<file path="src/rtl/alu_if.sv">
// Operand/result bundle for the registered Hack-style ALU.
// The master drives operands and control; the slave returns the registered result and flags.
interface alu_if #(
    parameter int unsigned WIDTH = 16
);
    logic [WIDTH-1:0] a;
    logic [WIDTH-1:0] b;
    logic [5:0]       opr;
    logic             in_valid;
    logic [WIDTH-1:0] out;
    logic             zr;
    logic             ng;
    logic             out_valid;

    modport master (
        output a, b, opr, in_valid,
        input  out, zr, ng, out_valid
    );

    modport slave (
        input  a, b, opr, in_valid,
        output out, zr, ng, out_valid
    );
endinterface

</file>
<file path="src/rtl/alu.sv">
// Registered Hack-style ALU: zx/nx/zy/ny/f/no datapath with a one-cycle result,
// zero/negative flags computed from the same result and registered alongside it.
module alu #(
    parameter int unsigned WIDTH = 16
) (
    input logic   clk,
    input logic   rst,
    alu_if.slave  bus
);
    logic zx, nx, zy, ny, fn, no;
    logic [WIDTH-1:0] x1, x2, y1, y2, r, res;

    logic [WIDTH-1:0] out_q, out_d;
    logic             zr_q, zr_d;
    logic             ng_q, ng_d;
    logic             out_valid_q;

    always_comb begin
        {zx, nx, zy, ny, fn, no} = bus.opr;
        x1  = zx ? '0 : bus.a;
        x2  = nx ? ~x1 : x1;
        y1  = zy ? '0 : bus.b;
        y2  = ny ? ~y1 : y1;
        // Carry-out is dropped: the sum wraps modulo 2^WIDTH.
        r   = fn ? (x2 + y2) : (x2 & y2);
        res = no ? ~r : r;
    end

    always_comb begin
        out_d = out_q;
        zr_d  = zr_q;
        ng_d  = ng_q;
        if (bus.in_valid) begin
            out_d = res;
            zr_d  = (res == '0);
            ng_d  = res[WIDTH-1];
        end
    end

    always_ff @(posedge clk) begin
        if (rst) begin
            out_q       <= '0;
            zr_q        <= 1'b1;
            ng_q        <= 1'b0;
            out_valid_q <= 1'b0;
        end else begin
            out_q       <= out_d;
            zr_q        <= zr_d;
            ng_q        <= ng_d;
            out_valid_q <= bus.in_valid;
        end
    end

    assign bus.out       = out_q;
    assign bus.zr        = zr_q;
    assign bus.ng        = ng_q;
    assign bus.out_valid = out_valid_q;
endmodule

</file>
<file path="src/flat_wrapper.sv">
// flat-port wrapper written by rule: the top's interface ports become plain ports
module alu_flat 
#(
    parameter int unsigned WIDTH = 16
)
  (clk, rst, bus_a, bus_b, bus_opr, bus_in_valid, bus_out, bus_zr, bus_ng, bus_out_valid);
  alu_if #(.WIDTH(WIDTH)) bus_i ();
  input logic clk;
  input logic rst;
  input wire logic [$bits(bus_i.a)-1:0] bus_a;
  input wire logic [$bits(bus_i.b)-1:0] bus_b;
  input wire logic [$bits(bus_i.opr)-1:0] bus_opr;
  input wire logic [$bits(bus_i.in_valid)-1:0] bus_in_valid;
  output wire logic [$bits(bus_i.out)-1:0] bus_out;
  output wire logic [$bits(bus_i.zr)-1:0] bus_zr;
  output wire logic [$bits(bus_i.ng)-1:0] bus_ng;
  output wire logic [$bits(bus_i.out_valid)-1:0] bus_out_valid;
  assign bus_i.a = bus_a;
  assign bus_i.b = bus_b;
  assign bus_i.opr = bus_opr;
  assign bus_i.in_valid = bus_in_valid;
  assign bus_out = bus_i.out;
  assign bus_zr = bus_i.zr;
  assign bus_ng = bus_i.ng;
  assign bus_out_valid = bus_i.out_valid;
  alu #(.WIDTH(WIDTH)) u_core (.clk(clk), .rst(rst), .bus(bus_i));
endmodule
</file>
<file path="config.mk">
export PLATFORM = sky130hd
export DESIGN_NAME = alu_flat
export DESIGN_NICKNAME = d
export VERILOG_FILES = /design/src/rtl/alu_if.sv /design/src/rtl/alu.sv /design/src/flat_wrapper.sv
export SDC_FILE = /design/constraint.sdc
export NUM_CORES = 1
export LEC_CHECK = 0
export CAP_MARGIN = 20
export CORE_MARGIN = 10
export CORE_UTILIZATION = 51
export DETAILED_ROUTE_END_ITERATION = 10
export GPL_ROUTABILITY_DRIVEN = 0
export PLACE_DENSITY = 0.82
export REMOVE_ABC_BUFFERS = 1
export SLEW_MARGIN = 20
export SYNTH_ARGS = -nofsm -noshare
export SYNTH_HDL_FRONTEND = slang
export SYNTH_SLANG_ARGS = --single-unit
</file>
<file path="constraint.sdc">
create_clock -name clk -period 6.6 [get_ports clk]
set_input_delay 0.99 -clock clk [delete_from_list [all_inputs] [get_ports clk]]
set_output_delay 0.99 -clock clk [all_outputs]
set_load 0.005 [all_outputs]
</file>
After elaboration in Yosys (flattened, before gate mapping)
Cells that the tools add are included.
W data, S select, Z words.
{"block": "totals", "regBits": 19, "wordCells": 16, "input_bits": 41}
{"block": "op_classes", "add_sub_neg": 1, "reduce_logical": 1, "muxes": 6, "bitwise_logic": 4}
{"op": "$mux W16", "n": 6}
{"op": "$not A16 Y16", "n": 3}
{"op": "$add A16 B16 Y16", "n": 1}
{"op": "$and A16 B16 Y16", "n": 1}
{"op": "$logic_not A16 Y1", "n": 1}

Depth between registers and ports, before layout
Gate-level depths: netlist of the first run.
{"block": "depth", "ltp_word": 8, "ltp_mapped": 13}

Worst setup path before layout of the first run
No wires, ideal clock.
{"block": "synth_timing", "path_type": "input port to flip-flop", "start": "input port bus_opr[2]", "end": "register u_core.zr_q, in the netlist u_core.bus.zr", "required_ps": 6531, "arrival_ps": 3979, "path_slack_ps": 2551, "stages": 12, "path_cell_list": "clkbuf_1 -> buf_1 -> xnor2_1 -> fa_1 -> a21o_1 -> a21oi_1 -> xnor2_1 -> mux2i_1 -> or4_1 -> a211oi_1 -> o2111ai_1 -> o21ai_1"}
{"block": "synth_between", "elab_chain_len": 6, "word_cells_on_any_way": 7, "cone_classes": "add/sub: 1; mux: 3; bitwise: 2; reduce/logical: 1"}
{"element": "start: declaration", "line_no": "flat_wrapper.sv:12", "rtl": "input wire logic [$bits(bus_i.opr)-1:0] bus_opr;"}
{"element": "$mux W16 *", "line_no": "alu.sv:23", "rtl": "y2 = ny ? ~y1 : y1;"}
{"element": "$add A16 B16 Y16 or $and A16 B16 Y16 (tied branches)", "line_no": "alu.sv:25", "rtl": "r = fn ? (x2 + y2) : (x2 & y2);"}
{"element": "$mux W16 *", "line_no": "alu.sv:25"}
{"element": "$not A16 Y16", "line_no": "alu.sv:26", "rtl": "res = no ? ~r : r;"}
{"element": "$mux W16 *", "line_no": "alu.sv:26"}
{"element": "$logic_not A16 Y1 *", "line_no": "alu.sv:35", "rtl": "zr_d = (res == '0);"}
{"element": "end signal: assignment", "line_no": "alu.sv:48", "rtl": "zr_q <= zr_d;"}
{"element": "end: declaration", "line_no": "alu.sv:14", "rtl": "logic zr_q, zr_d;"}
Mark *: on every way between the ends. The rest lies on a longest branch, timed or not.
A chain may end at the register's enable or synchronous reset.

Worst setup path after layout of the first run
Ends and elaborated chain as after synthesis.

==> results of run 1 <==
metal layers:
layer	vias up	part of all wire	global-route usage
li1	1255	-	-
met1	1100	0.45	0.168
met2	65	0.48	0.240
met3	2	0.063	0.0249
met4	0	0.0044	0.0345
met5	-	0	0
synthesized netlist by cell type (2+ instances only):
master / n / area [um^2]
nand3_1: 8 / 40.0
o21ai_0: 6 / 30.0
nor2b_1: 3 / 18.8
mux2i_1: 16 / 160
nor3b_1: 2 / 15.0
dfxtp_1: 18 / 360
a21oi_1: 14 / 70.1
nand4_1: 4 / 25.0
nand2_1: 15 / 56.3
o211ai_1: 4 / 30.0
nor3_1: 8 / 40.0
xor2_1: 3 / 26.3
nand2b_1: 34 / 213
a22oi_1: 2 / 15.0
a211oi_1: 9 / 67.6
o2111ai_1: 2 / 17.5
nor4_1: 2 / 12.5
o21a_1: 3 / 22.5
a31oi_1: 3 / 18.8
a41oi_1: 2 / 17.5
clkbuf_1: 14 / 52.6
o21ai_1: 4 / 20.0
inv_1: 7 / 26.3
nand3b_1: 6 / 45.0
o221ai_1: 3 / 26.3
nor2_1: 27 / 101
xnor2_1: 46 / 403
buf_2: 3 / 15.0
buf_1: 4 / 15.0
and3b_1: 3 / 26.3
or4_1: 4 / 30.0
and3_1: 4 / 25.0
a21o_1: 5 / 37.5
ha_1: 16 / 200
o311ai_1: 2 / 17.5
kinds of logic after synthesis:
family          share of synthesized area
compound gates                      0.207
xor+xnor                            0.172
fa+ha+maj                          0.0884
buf+inv                            0.0482
flops                               0.145
mux                                0.0643
simple gates                        0.275
power by group through the flow:
stage	combinational [uW]	sequential, uW	clock [uW]
4_1_cts	358	130	74.2
3_5_place_dp	357	132	0
2_1_floorplan	241	133	0
3_3_place_gp	350	131	0
5_1_grt	399	131	78.1
6_report	358	130	71.5
final cells by class:
class,count,area share
clock buffer,3,0.0132
inverter,8,0.00959
sequential,18,0.115
multi-input combinational,278,0.642
tap,67,0.0268
timing repair buffer,61,0.193
registers in the layout, summed over array words and instances (netlist names):
register	cells
u_core.bus.out	15
u_core.bus.ng	1
u_core.bus.out_valid	1
u_core.bus.zr	1
path summary, 6_finish.rpt:
| kind | cells past startpoint | start | end | slack [ns] |
|---|---|---|---|---|
| worst min-delay path | 2 | u_core.bus.out[9]$_SDFFE_PP0P_ | u_core.bus.out[9]$_SDFFE_PP0P_ | 0.46 |
| worst min register to register | 2 | u_core.bus.out[9]$_SDFFE_PP0P_ | u_core.bus.out[9]$_SDFFE_PP0P_ | 0.46 |
| worst max-delay path | 10 | bus_opr[2] | u_core.bus.zr$_SDFFE_PP1P_ | 2.08 |
| worst max register to register | 2 | u_core.bus.out[11]$_SDFFE_PP0P_ | u_core.bus.out[11]$_SDFFE_PP0P_ | 5.87 |
per-stage QoR:
step	worst slack, ns	utilization	power [uW]	cell area, um^2	instances
2_1_floorplan	3.11	-	373	2400	304
3_3_place_gp	1.93	0.654	481	3090	432
3_5_place_dp	1.85	0.654	489	3090	432
4_1_cts	2.11	0.663	562	3130	435
5_1_grt	1.77	0.663	608	3130	435
6_report	2.08	0.663	560	3130	435
worst register-to-register path: stages (launching register included):
cell and delay, ns:
dfxtp_1 0.35, nor2_1 0.06, a211oi_1 0.23
==> results, run 1 <==
- In the synthesized netlist, the number of instances is roughly 330.
- Setup repair after global routing left no endpoint under its margin.
- Using the TritonRoute via totals, the vias-per-cell ratio works out to about 5.6.
- Post-CTS timing repair inserted 0 buffers for setup.
- In the final layout, the share of cells above drive strength 1 is 0.0245.
- Relative to the synthesized area, the layout overhead comes to 25.7%.
- In this run the number of H-tree levels came out at 1.
- The clock arrives with 0 ns of skew.
- In this run, synthesis produced a sequential element count of 18.
- The repair_antennas step left the layout with diodes totalling 0.
- The type of the worst min-delay path is reg -> reg.
- In this run, post-CTS repair resized a total of 0 instances.
- In the final layout, the multi-input gates occupy ~2000 um^2.
- Of the total power, combinational logic draws 0.641.
- The largest net degree at the start of global routing is 37.
- The most frequent standard cell in the layout excluding fill and tap cells is clkdlybuf4s50_1.
- For this design the total switching power over the nets is 223 uW.
- The number of slew-limit violations in the final report is 0.
- The number of cell rows is 25.
- The floorplan step set the die height to about 90 um.
- The global-route wire length before repair is 9970 um.
- The worst setup path is of the in -> reg kind.
- The internal power of the cells is ~340 uW.
- The total of warnings raised by yosys is 0.
- The count of filler cells inserted in the layout is around 430.
- The violation count after the first detailed-routing iteration is 153.
- STA puts the critical path data required time at 6.78 ns.
- The tightest hold path in the finished design has a slack of 0.465 ns.
- In this run the clock root is driven by a clkbuf_8.
- In the routed design, unresolved DRC markers number 0.
- The portion of the post-synthesis area used by sequential elements is 0.145.
- In this run the deepest clock path goes through 2 buffers.
- Port buffering added 59 buffers.
- The leakage component of the power is 0.00119 uW.
- Yosys mapped the design onto 55 distinct sky130hd cell types.
- Wires add up to 5900 um.
- The cell at the slowest stage of the critical path is clkdlybuf4s50_1.
- The count of endpoints failing hold in the final timing report is 0.
- The part of the power in the clock network is 0.128.
- The number of clock buffers inserted by TritonCTS is 3.
- The worst path needs 4.52 ns of the cycle, external delays included.
- For this block, the via count after detailed routing is roughly 2.4k.
- The final setup TNS is 0 ns.
- The count of flip-flops with a built-in enable after synthesis is 0.
- The remaining antenna violation count is 0.
- The overall fraction of global-route tracks in use is 0.137.
- Setup violations remaining at the end of the flow were counted as 0.
- The initial antenna violation count is 0.
- Of the total power, the share spent switching nets is 0.398.
- After floorplanning, the core was sized to cover 4720 um^2.
- In this run the horizontal extent of the chip is 89.9 um.
- The clock sink total is 18.
- Together, buffers and inverters on the worst path number 1.
- Headroom to the max-slew limit came out at 0.400.
- The wire length per cell after detailed routing is 13.6 um.
- The final layout net count is roughly 430.
- Data arrives at the worst endpoint at 4.70 ns.
- The peak clock frequency supported by timing is 0.221 GHz.
- The worst setup path is captured at a flip-flop.
- The floorplan step defined a die boundary enclosing 8080 um^2.
- The combined area of all synthesized cells is 2490 um^2.
- Hold repair after CTS inserted 0 buffers.
- The most used flip-flop cell after synthesis is dfxtp_1.
- Of the total power, registers draw 0.232.
- Walking the worst path, the cells encountered are clkdlybuf4s50_1 > xnor2_1 > ha_1 > a2111oi_2 > o21a_1 > o311ai_1 > o211a_1 > a2111oi_0 > o2111ai_1 > o21ai_1.
- The async set or reset register ratio after synthesis is 0.
- Leaving out fill and tap cells, the most frequent cells in the layout are clkdlybuf4s50_1 (59), xnor2_1 (46), nand2b_1 (34).
- The number of global-route vias before repair came to 2282.
- At the later pin of the worst-skew pair, clock insertion delay measures 0.24 ns.
- Detailed placement ended at an HPWL of 4910 um.
- At the pin with the least slew margin, the transition time is 0.897 ns.
- In the finished design, the share of the clock period the worst path needs comes to 0.686.
- VDD sags by at most 71.7 uV.
- Across the run, the number of max-cap violations was 0.
- The cell family contributing the most delay on the critical path is compound AO/OA/AOI/OAI gates.
- The initial utilization of the core area, before any placement, comes to 0.527.
- The flow ran to the end, and the final reports show no timing, DRC or antenna violations.
- The biggest fanout along the worst timing path is 16.
- The clock input transition at the sequential cells of the worst setup and hold paths is 0.06 ns.
- The highest cell delay on the worst timing path is 1.05 ns.
- Averaged over all synthesized cells, the footprint is around 7.6 um^2.
- The first detailed-routing pass took 4 iterations.
- The power density over the cells is 179 nW/um^2.
- The global-route congestion overflow total is 0.
- 60 I/O pins were placed.
- The worst setup path is launched from a primary input.
- TritonCTS built the clock tree.
- The area occupied by registers is 360 um^2.
Power figures use the tool's default switching activity.
==> inputs of run 2 (changes only) <==
clock period = 4.4 ns   (was 6.6 ns; I/O delays follow)
==> run 2 against run 1 <==
Against the previous run: routed wire length is 2.6% higher; hold slack better by 0.0014 ns; sequential power is 49% higher; clock power is 82% higher; global-route usage is 0.24 points higher; clock skew stayed put; highest routed layer unchanged.
==> results, run 2 (same netlist as run 1, synthesis figures left out) <==
- The wire length per cell after detailed routing came to 13.7 um (+0.95%).
- The critical path is of the in -> reg type.
- The slew at the pin closest to its max-slew limit is 0.607 ns (-0.290 ns).
- The global-route congestion overflow total is 0 (unchanged).
- The flow ran to the end, and the final reports show no timing, DRC or antenna violations.
- The signal on the critical path passes through clkdlybuf4s50_1 > nand2b_1 > xnor2_1 > ha_1 > fa_1 > a21oi_1 > o221ai_1 > nand3_1 > a31oi_1 > or4_1 > mux2i_1 > o2111ai_1 > o21ai_1.
- TritonCTS built the clock tree.
- The post-route clock skew is 0 ns (unchanged).
- The endpoint type of the worst setup path is a flip-flop.
- The overall fraction of global-route tracks in use is 0.140 (+0.00236).
- The number of global-route vias before repair was 2250 (-1.4%).
- The post-CTS repair timing setup buffer count was 0 (unchanged).
- The number of gates resized after CTS is 0 (unchanged).
- The maximum resistive drop on vdd was 126 uV (+75%).
- Of the available clock period, the critical path in the final layout requires 0.872.
- The layout overhead on the synthesized area is 28.1%.
- The antenna diode count is 0 (unchanged).
- The number of clock buffers inserted by TritonCTS is 3 (unchanged).
- The area occupied by registers is 360 um^2 (unchanged).
- The horizontal die dimension is 89.9 um (unchanged).
- The power density over the cells is 273 nW/um^2 (+53%).
- The number of flip-flops under the largest register name is 15 (unchanged).
- The number of hold-repair buffers added at the cts stage was 0 (unchanged).
- The count of filler cells inserted in the layout came to 434 (+0.23%).
- The largest net degree at the start of global routing is 37 (unchanged).
- The number of slew-limit violations in the final report is 0 (unchanged).
- The maximum buffer depth of the clock tree is 2 (unchanged).
- The insertion delay of the later-clocked pin in the worst-skew pair is 0.25 ns (about the same).
- The leakage component of the power is 0.00123 uW (+3.0%).
- The max capacitance violation total was 0 (unchanged).
- The proportion of layout cells with a drive suffix above 1 is 0.0427 (+0.0182).
- The clock input transition at the sequential cells of the worst setup and hold paths came to 0.06 ns (about the same).
- The most frequent standard cell in the layout excluding fill and tap cells is clkdlybuf4s50_1.
- The terminating pin of the worst hold path is u_core.bus.out[12]$_SDFFE_PP0P_.
- The count of buffer and inverter cells on the critical path is 1 (unchanged).
- The library cells used most frequently in the layout, excluding fill and tap cells, are clkdlybuf4s50_1 (59), xnor2_1 (46), nand2b_1 (34).
- The global-route wire length before repair is 10200 um (+2.6%).
- The worst register-to-register path begins at u_core.bus.out[14]$_SDFFE_PP0P_.
- On the critical path, the stage with the largest delay is an instance of clkdlybuf4s50_1.
- The die footprint came to 8080 um^2 (unchanged).
- The chip height is 89.9 um (unchanged).
- The clock sink total is 18 (unchanged).
- The total DRC errors in the routed layout is 0 (unchanged).
- The final wirelength was 6050 um (+2.6%).
- The count of buffers inserted at the top-level ports is 59 (unchanged).
- Setup repair after global routing left no endpoint under its margin.
- The final setup TNS came to 0 ns (unchanged).
- The initial antenna violation count was 0 (unchanged).
- The cell sitting at the root of the clock tree is a clkbuf_8.
- The highest cell delay on the worst timing path is 0.61 ns (-0.44 ns).
- The terminus of the critical flop-to-flop path is u_core.bus.out[14]$_SDFFE_PP0P_.
- The number of I/O pins is 60 (unchanged).
- The final layout net count came to 434 (+1.4%).
- The number of endpoints failing setup at the final stage is 0 (unchanged).
- The estimated wirelength of the detail-placed design was 5080 um (+3.4%).
- The biggest fanout along the worst timing path is 16 (unchanged).
- The via total after detailed routing is 2439 (+0.70%).
- The data required time at the worst endpoint is 4.58 ns (-2.20 ns).
- The worst setup path is launched from a primary input.
- The remaining antenna violation count is 0 (unchanged).
- For this run, the top clock speed supported by timing is ~0.26 GHz.
- The type of the worst min-delay path is reg -> reg.
- The worst hold path begins at u_core.bus.out[12]$_SDFFE_PP0P_.
- The placeable core area is 4720 um^2 (unchanged).
- The worst setup slack for register-to-register paths is 3.70 ns (-2.17 ns).
- The worst endpoint data arrival time is 4.02 ns (-0.68 ns).
- The initial standard-cell utilization of the core is 0.527 (unchanged).
- The level count of the clock H-tree is 1 (unchanged).
- The violation count after the first detailed-routing iteration came to 166 (+8.5%).
- The core utilization of the finished layout came to 0.675 (+0.0125).
- Subtracting the final worst setup slack from the clock period gives 3.83 ns.
- The total iterations of the first detailed-routing run was 4 (unchanged).
- The worst-case headroom to the max-slew limit is 0.594 (+0.194).
- The area of the multi-input gates was 2010 um^2 (unchanged).
- The number of cells traversed by the worst hold path is 2 (unchanged).
- The cell type group with the largest total delay on the critical path is simple AND/OR/NAND/NOR gates.
- The number of vias per cell after detailed routing is 5.52 (-0.89%).
- The number of cell rows is 25 (unchanged).
- The count of endpoints failing hold in the final timing report is 0 (unchanged).
- The logic depth of the worst register-to-register path is 3 (+1).
## run 2: worst max-delay path by stage
| stage | slack (ns) | cells past startpoint | start | to |
|---|---|---|---|---|
| 2_1_floorplan | 1.24 | 12 | bus_opr[3] | u_core.bus.zr$_SDFFE_PP1P_ |
| 3_3_place_gp | 0.36 | 13 | bus_opr[3] | u_core.bus.zr$_SDFFE_PP1P_ |
| 3_5_place_dp | 0.27 | 13 | bus_opr[3] | u_core.bus.zr$_SDFFE_PP1P_ |
| 4_1_cts | 0.52 | 13 | bus_opr[3] | u_core.bus.zr$_SDFFE_PP1P_ |
| 5_1_grt | 0.23 | 13 | bus_opr[5] | u_core.bus.zr$_SDFFE_PP1P_ |
| 6_report | 0.57 | 13 | bus_opr[5] | u_core.bus.zr$_SDFFE_PP1P_ |
## run 2: layer usage
metal  up-vias  global-route usage  share of wire  wire (um)
met5         -                   0              0          0
met4         0              0.0292         0.0060         36
met3         4              0.0291          0.057        344
met2        79               0.245           0.47       2870
met1      1085               0.170           0.46       2800
li1       1271                   -              -          -
## run 2: layout make-up
| cell class | instances | area share |
|---|---|---|
| inverters | 8 | 0.00941 |
| multi-input cells | 278 | 0.630 |
| repair buffers | 67 | 0.204 |
| clock buffers | 4 | 0.0173 |
| flip-flops and latches | 18 | 0.113 |
| well taps | 67 | 0.0263 |
## run 2: worst min-delay path: cells and delay by family (launching register included)
family          cells  cell delay (ns)
simple gates        1             0.06
flops               1             0.31
compound gates      1             0.05
## run 2: power by group
group	internal, uW	total (uW)	switching, uW
clock	79.4	130	50.8
combinational	267	546	279
sequential	184	194	10.8
## run 2: through the flow
| stage | setup WS (ns) | hold WS [ns] | power (uW) | cells | instance area (um^2) |
|---|---|---|---|---|---|
| after floorplan | 1.24 | 0.450 | 560 | 304 | 2400 |
| after global placement | 0.359 | 0.452 | 728 | 438 | 3140 |
| after detailed placement | 0.267 | 0.455 | 741 | 438 | 3140 |
| after CTS | 0.521 | 0.466 | 873 | 442 | 3190 |
| after global routing | 0.231 | 0.484 | 940 | 442 | 3190 |
| final | 0.565 | 0.466 | 870 | 442 | 3190 |
